==> config.mk <==
export PLATFORM = sky130hd
export DESIGN_NAME = mult_arbiter
export DESIGN_NICKNAME = d
export VERILOG_FILES = /design/src/rtl/mult_arbiter_pkg.sv /design/src/rtl/mult_arb_pick.sv /design/src/rtl/mult_arbiter.sv
export SDC_FILE = /design/constraint.sdc
export NUM_CORES = 1
export LEC_CHECK = 0
export BUFFER_PORTS_ARGS = -buffer_cell sky130_fd_sc_hd__buf_2
export CORE_MARGIN = 4
export CORE_UTILIZATION = 40
export CTS_BUF_LIST = sky130_fd_sc_hd__clkbuf_8
export DETAILED_ROUTE_END_ITERATION = 10
export GPL_ROUTABILITY_DRIVEN = 1
export PLACE_DENSITY = 0.74
export SLEW_MARGIN = 20
export SYNTH_ARGS = -nofsm -noshare
export SYNTH_HDL_FRONTEND = slang
export SYNTH_SLANG_ARGS = --single-unit
==> constraint.sdc <==
create_clock -name clk -period 3.47 [get_ports clk]
set_input_delay 0.5205 -clock clk [delete_from_list [all_inputs] [get_ports clk]]
set_output_delay 0.5205 -clock clk [all_outputs]
set_load 0.005 [all_outputs]
==> src/rtl/mult_arbiter_pkg.sv <==
// Shared definitions for the two-requester multiplier arbiter:
// FSM state encodings and requester identifiers.
package mult_arbiter_pkg;

    typedef enum logic [1:0] {
        ST_IDLE  = 2'd0,
        ST_GRANT = 2'd1,
        ST_BUSY  = 2'd2,
        ST_RESP  = 2'd3
    } state_t;

    localparam logic REQ_ID0 = 1'b0;
    localparam logic REQ_ID1 = 1'b1;

endpackage

==> src/rtl/mult_arb_pick.sv <==
// Combinational winner select for the multiplier arbiter.
// Build option ARB_ROUND_ROBIN_EN: defined -> round-robin on conflict
// (rr_ptr=1 means requester 1 is preferred); undefined -> fixed priority,
// requester 0 always wins and rr_ptr is ignored.
module mult_arb_pick
    import mult_arbiter_pkg::*;
(
    input  logic req0,
    input  logic req1,
    input  logic rr_ptr,
    output logic gnt_id,
    output logic any_req
);

    assign any_req = req0 | req1;

`ifdef ARB_ROUND_ROBIN_EN
    // On a conflict the pointer decides; a lone request always wins
    always_comb begin
        gnt_id = REQ_ID0;
        if (req0 && req1) begin
            gnt_id = rr_ptr ? REQ_ID1 : REQ_ID0;
        end else if (req1) begin
            gnt_id = REQ_ID1;
        end
    end
`else
    logic unused_rr_ptr;
    assign unused_rr_ptr = rr_ptr;

    // Requester 0 wins whenever it is asking
    always_comb begin
        gnt_id = REQ_ID0;
        if (!req0 && req1) begin
            gnt_id = REQ_ID1;
        end
    end
`endif

endmodule

==> src/rtl/mult_arbiter.sv <==
// Shares one shift-add multiplier between two requesters. Arbitrates,
// latches the winner's operands, pulses mul_start, waits for mul_done or a
// watchdog timeout, then returns the product with a one-cycle ack.
// Arbitration policy selected by ARB_ROUND_ROBIN_EN (see mult_arb_pick).
module mult_arbiter
    import mult_arbiter_pkg::*;
#(
    parameter int WIDTH   = 8,
    parameter int TIMEOUT = 2*WIDTH+4
) (
    input  logic                 clk,
    input  logic                 resetCU,
    input  logic                 req0,
    input  logic                 req1,
    input  logic [WIDTH-1:0]     a0,
    input  logic [WIDTH-1:0]     b0,
    input  logic [WIDTH-1:0]     a1,
    input  logic [WIDTH-1:0]     b1,
    output logic                 ack0,
    output logic                 ack1,
    output logic                 err,
    output logic [2*WIDTH-1:0]   product,
    output logic                 busy,
    output logic                 mul_start,
    output logic [WIDTH-1:0]     mul_a,
    output logic [WIDTH-1:0]     mul_b,
    input  logic                 mul_done,
    input  logic [2*WIDTH-1:0]   mul_product
);

    localparam int CW = $clog2(TIMEOUT+1);

    state_t               state_reg, state_next;
    logic [CW-1:0]        cnt_reg, cnt_next;
    logic                 gnt_reg, gnt_next;
    logic                 rr_reg, rr_next;
    logic [WIDTH-1:0]     a_reg, a_next, b_reg, b_next;
    logic [2*WIDTH-1:0]   prod_reg, prod_next;
    logic                 err_reg, err_next;
    logic                 start_reg, start_next;
    logic                 busy_reg, busy_next;
    logic [1:0]           ack_reg, ack_next;
    logic                 pick_id, any_req;

    mult_arb_pick u_pick (
        .req0    (req0),
        .req1    (req1),
        .rr_ptr  (rr_reg),
        .gnt_id  (pick_id),
        .any_req (any_req)
    );

    // State register
    always_ff @(posedge clk) begin
        if (resetCU) begin
            state_reg <= ST_IDLE;
        end else begin
            state_reg <= state_next;
        end
    end

    // Next-state and next-value logic for every registered output
    always_comb begin
        state_next = state_reg;
        cnt_next   = cnt_reg;
        gnt_next   = gnt_reg;
        rr_next    = rr_reg;
        a_next     = a_reg;
        b_next     = b_reg;
        prod_next  = prod_reg;
        err_next   = err_reg;
        start_next = 1'b0;
        unique case (state_reg)
            ST_IDLE: begin
                if (any_req) begin
                    state_next = ST_GRANT;
                    gnt_next   = pick_id;
                    a_next     = (pick_id == REQ_ID1) ? a1 : a0;
                    b_next     = (pick_id == REQ_ID1) ? b1 : b0;
                    start_next = 1'b1;
                end
            end
            ST_GRANT: begin
                state_next = ST_BUSY;
                cnt_next   = '0;
            end
            ST_BUSY: begin
                cnt_next = cnt_reg + 1'b1;
                // done takes precedence over an expiring watchdog
                if (mul_done) begin
                    state_next = ST_RESP;
                    prod_next  = mul_product;
                    err_next   = 1'b0;
                end else if (cnt_reg == CW'(TIMEOUT-1)) begin
                    state_next = ST_RESP;
                    prod_next  = '0;
                    err_next   = 1'b1;
                end
            end
            ST_RESP: begin
                state_next = ST_IDLE;
                rr_next    = ~gnt_reg;
            end
            default: begin
                state_next = ST_IDLE;
            end
        endcase
    end

    // The ack pulse is launched as RESP exits, so busy stays up through it
    for (genvar gi = 0; gi < 2; gi++) begin : g_ack
        assign ack_next[gi] = (state_reg == ST_RESP) && (gnt_reg == 1'(gi));
    end

    assign busy_next = (state_next != ST_IDLE) || (state_reg == ST_RESP);

    // Datapath and output registers
    always_ff @(posedge clk) begin
        if (resetCU) begin
            cnt_reg   <= '0;
            gnt_reg   <= REQ_ID0;
            rr_reg    <= 1'b0;
            a_reg     <= '0;
            b_reg     <= '0;
            prod_reg  <= '0;
            err_reg   <= 1'b0;
            start_reg <= 1'b0;
            busy_reg  <= 1'b0;
            ack_reg   <= '0;
        end else begin
            cnt_reg   <= cnt_next;
            gnt_reg   <= gnt_next;
            rr_reg    <= rr_next;
            a_reg     <= a_next;
            b_reg     <= b_next;
            prod_reg  <= prod_next;
            err_reg   <= err_next;
            start_reg <= start_next;
            busy_reg  <= busy_next;
            ack_reg   <= ack_next;
        end
    end

    assign ack0      = ack_reg[0];
    assign ack1      = ack_reg[1];
    assign err       = err_reg;
    assign product   = prod_reg;
    assign busy      = busy_reg;
    assign mul_start = start_reg;
    assign mul_a     = a_reg;
    assign mul_b     = b_reg;

endmodule
After elaboration in Yosys (flattened, before gate mapping) --
Index checks and enable logic that the tools add are counted.
Word-level totals: flip-flop bits (word level) 45, input port bits 53, output and inout bits 37, logic and storage cells 43
Operators by class: add/subtract/negate cells 1, eq/ne operators 4, muxes and demuxes 13, bitwise gates (word level) 3, reductions and logical operators 12
Operator list (count):
- $mux W16 | 2
- $mux W8 | 2
- $pmux W5 S2 | 1
- $pmux W2 S4 | 1
- $mux W2 | 3
- $reduce_bool A2 Y1 | 3
- $add A5 B1 Y5 const B | 1
- $eq A5 B5 Y1 const B | 1
- $eq A2 B2 Y1 const B | 2
- $mux W1 | 4
- $reduce_and A2 Y1 | 2
- $logic_and A1 B1 Y1 | 3
- $eq A2 B1 Y1 const B | 1
- $logic_not A2 Y1 | 1
- $not A1 Y1 | 2
- $reduce_or A2 Y1 | 1
- $logic_not A1 Y1 | 1
- $logic_or A1 B1 Y1 | 1
- $or A1 B1 Y1 | 1

Depth between registers and ports, before layout --
word-level depth 6, gate-level depth with buffers 7, depth with buffers taken out 5

Cells and area by module --
A second synthesis with hierarchy kept.
Second synthesis, totals: cells, all modules 213, area, all modules 2212.1 um^2
Modules (own cells, without submodules):
- mult_arbiter | times used 1, cells an instance 211, area each 2199.6 um^2, seq. area each 920.9 um^2
- mult_arb_pick | times used 1, cells an instance 2, area each 12.5 um^2, seq. area each 0.0 um^2

Worst setup path before layout --
Ideal clock, no wire load.
path kind register -> register, start point reg state_reg[0], end point reg prod_reg[10] (netlist: product[10]), library setup time 0.157 ns, arrival 1.349 ns, required time 3.313 ns, path slack 1.964 ns, cell stages (with the launch flop) 6, clock period less this slack 1.506 ns, path through dfxtp_1 > inv_1 > ha_1 > buf_2 > clkbuf_1 > a311oi_2
On the way: cells in the longest elaborated chain, start to end 2
RTL lines:
- start, declared | RTL line mult_arbiter.sv:33 | state_t state_reg, state_next;
- start signal, assigned | RTL line mult_arbiter.sv:58 | state_reg <= state_next;
- $eq A2 B2 Y1 | RTL line mult_arbiter.sv:73 | unique case (state_reg)
- $reduce_and A2 Y1 (no source line)
- end signal, assigned | RTL line mult_arbiter.sv:136 | prod_reg <= prod_next;
- end, declared | RTL line mult_arbiter.sv:38 | logic [2*WIDTH-1:0] prod_reg, prod_next;
No other way between the ends. A chain may end at the register's enable or synchronous reset.

Worst setup path after layout --
start point reg cnt_reg[0], end point reg prod_reg[2] (netlist: product[2])
On the way: cells in the longest elaborated chain, start to end 3
RTL lines:
- start, declared | RTL line mult_arbiter.sv:34 | logic [CW-1:0] cnt_reg, cnt_next;
- start signal, assigned | RTL line mult_arbiter.sv:131 | cnt_reg <= cnt_next;
- $eq A5 B5 Y1 | RTL line mult_arbiter.sv:94 | end else if (cnt_reg == CW'(TIMEOUT-1)) begin
- $reduce_bool A2 Y1 (no source line)
- $reduce_and A2 Y1 (no source line)
No other way between the ends.

==> summary.md <==
| Metric | Value |
|---|---|
| Top-level I/O count | `90` |
| Wire length of the first global-routing pass | `7900 microns` |
| WP data arrival | `2.11 ns` |
| Max VDD drop | `0.000333 V` |
| Biggest fanout along the worst timing path | `16` |
| Floorplan core area | `4750 sq um` |
| Count of unique library cells instantiated by Yosys | `33` |
| Total number of H-tree levels | `2` |
| Floorplan die height | `78.5 microns` |
| Root buffer selected by CTS | `clkbuf_8` |
| Core Util, Final | `0.526` |
| Area occupied by multi-input gates | `962 sq um` |
| Max_slew headroom | `0.420` |
| RSZ-0062 raised after global routing | `no` |
| DRT Wirelength | `4810 microns` |
| Power density normalized to cell area | `653 nW/um^2` |
| Hold buffer count at CTS | `0` |
| Setup_tns | `0 ns` |
| Fill count | `475` |
| First DRT Iteration DRCs | `91` |
| Critical path endpoint category | `flop` |
| Sequential area share after synthesis | `0.453` |
| Library cell with the highest instance count after synthesis | `dfxtp_1` |
| Effective utilization at floorplan | `0.418` |
| Sum of overflow across all layers after global routing | `0` |
| Area of the mapped netlist | `1990 sq um` |
| Clock tree from TritonCTS | `done` |
| Final-report hold violation count | `0` |
| Synthesized area per cell | `8.92 sq um` |
| Area leader, netlist | `dfxtp_1` |
| Vias in the first global route | `1774` |
| Number of design rule violations left after detail routing | `0` |
| Row cnt | `25` |
| Number of gates resized after cts | `0` |
| Overall die width | `78.5 microns` |
| Via/cell ratio | `5.03` |
| Half-perimeter wire length after placement | `3410 microns` |
| IO buf count | `89` |
| Final count of pins violating max slew | `0` |
| Finish-stage setup viols | `0` |
| Worst hold-check path type | `input pin to flop` |
| Startpoint class of the critical path | `flop` |
| Clk_lat worst skew | `0.29 ns` |
| Highest Clock Rate | `506 MHz` |
| Count of buffers added by post-CTS timing repair for setup | `0` |
| Share of async-settable or async-resettable flops after synthesis | `0` |
| Leakage power of the design | `1.08 nW` |
| WP data required | `3.61 ns` |
| Number of buffers added by the clock tree synthesis step | `5` |
| Count of TritonRoute iterations in the first routing pass | `4` |
| Post-Syn Nets | `281` |
| Global-route usage over all layers | `0.158` |
| Result of the run | `complete, no violations` |
| Vias | `1850` |
| Dominant cells by area after synthesis | `dfxtp_1 (45%), a21oi_1 (8.6%), a311oi_2 (7.6%), nand2_1 (6.4%), a211oi_1 (6.0%)` |
| Period Utilization, post-route | `0.569` |
| Clock Tree Buf Depth | `2` |
| Seq. cell area | `901 sq um` |
| Antenna Cells | `0` |
| Clk pin slew, worst setup/hold paths | `0.08 ns` |
| Post-synth EDFFs | `0` |
| Area enclosed by the die boundary | `6160 sq um` |
| Critical path class | `flop to flop` |
| Yosys warning total | `0` |
| Proportion of layout cells with a drive suffix above 1 | `0.365` |
| Number of register bits inferred by synthesis | `45` |
| Skew final | `0.00342 ns` |
| Area fraction of the dominant cell type after synthesis | `0.453` |
| Post-layout min period | `1.98 ns` |
| DR WL/cell | `13.1 microns` |
| Largest net degree at the start of global routing | `43` |
| Flip-flop cell with the highest count after synthesis | `dfxtp_1` |
| Final weighted congestion in routability-driven placement | `0.770` |
| Number of nets still failing antenna checks after routing | `0` |
| Worst-Margin Slew | `0.870 ns` |
| Leading post-synthesis cells by instance count | `dfxtp_1 (45), a21oi_1 (34), nand2_1 (34), nor2_1 (24), a211oi_1 (16)` |
| Max cap viols | `0` |
| Gate Count Post-Synth | `223` |
| Number of nets in the final layout | `358` |
| P&R area growth vs syn | `25.7%` |
| Number of antenna violations at the first check in global routing | `0` |
| Max FFs per register | `16` |
| Clock sink count | `45` |
-- cells by family after synthesis --
kind of cell / count (synthesis) / share of synthesized area
AOI/OAI and AO/OA: 72 / 0.272
xor gates and xnor gates: 4 / 0.0176
adders and majority gates: 5 / 0.0315
buffers and inverters: 24 / 0.0642
DFF: 45 / 0.453
and+or+nand+nor: 73 / 0.162
-- critical path: stages (launching register included) --
cell	delay [ns]
dfxtp_1	0.37
ha_1	0.20
nor4bb_2	0.39
or2_1	0.66
a311oi_1	0.20
-- path summary, 6_finish.rpt --
| path | start | cells past startpoint | slack (ns) | end |
|---|---|---|---|---|
| max | cnt_reg[0] | 4 | 1.49 | product[2] |
| min | b1[2] | 3 | 0.47 | mul_b[2] |
| min reg2reg | gnt_reg | 1 | 0.47 | ack_reg[0] |
| max reg2reg | cnt_reg[0] | 4 | 1.49 | product[2] |
-- cell type report --
cell class	count	share of cell area
Clock buffer	5	0.0275
Clock inverter	3	0.00451
Inverter	3	0.00451
Multi-Input combinational cell	154	0.385
Sequential cell	45	0.361
Tap cell	67	0.0336
Timing Repair Buffer	91	0.184
-- stage by stage --
| step | hold slack, ns | power (mW) | worst slack (ns) | cell area, sq um | instances |
|---|---|---|---|---|---|
| 5_1_grt | 0.459 | 1.77 | 1.31 | 2500 | 368 |
| 2_1_floorplan | 0.415 | 1.16 | 1.96 | 1990 | 223 |
| 4_1_cts | 0.456 | 1.65 | 1.47 | 2500 | 368 |
| 3_5_place_dp | 0.458 | 1.35 | 1.45 | 2420 | 360 |
| 6_report | 0.466 | 1.63 | 1.49 | 2500 | 368 |
| 3_3_place_gp | 0.447 | 1.34 | 1.47 | 2420 | 360 |
-- placed cells by master, fill, tap and decap left out, types with 2 or more instances in the layout --
master    count
buf_4         2
dfxtp_1      45
buf_2        89
a211oi_1     16
nand4_1       2
nor2_1       24
nand2b_1      2
clkbuf_8      5
xor2_1        3
a311oi_1      7
a311oi_2     10
inv_1         5
nand2_1      34
ha_1          5
nor3_1        2
a21oi_1      34
-- layer usage --
| layer | GRT usage | vias up | wire [microns] |
|---|---|---|---|
| met5 | 0 | - | 0 |
| met3 | 0.0505 | 6 | 266 |
| met2 | 0.272 | 42 | 2390 |
| met1 | 0.186 | 859 | 2080 |
| met4 | 0.0524 | 0 | 68 |
| li1 | - | 943 | - |
-- power breakdown --
group          total (mW)  internal (mW)  switching, mW
Sequential          0.689          0.633         0.0565
Combinational       0.645          0.270          0.375
Clock               0.296          0.134          0.162
Total                1.63           1.04          0.593
Note: power is estimated with default switching activity, not from simulation.
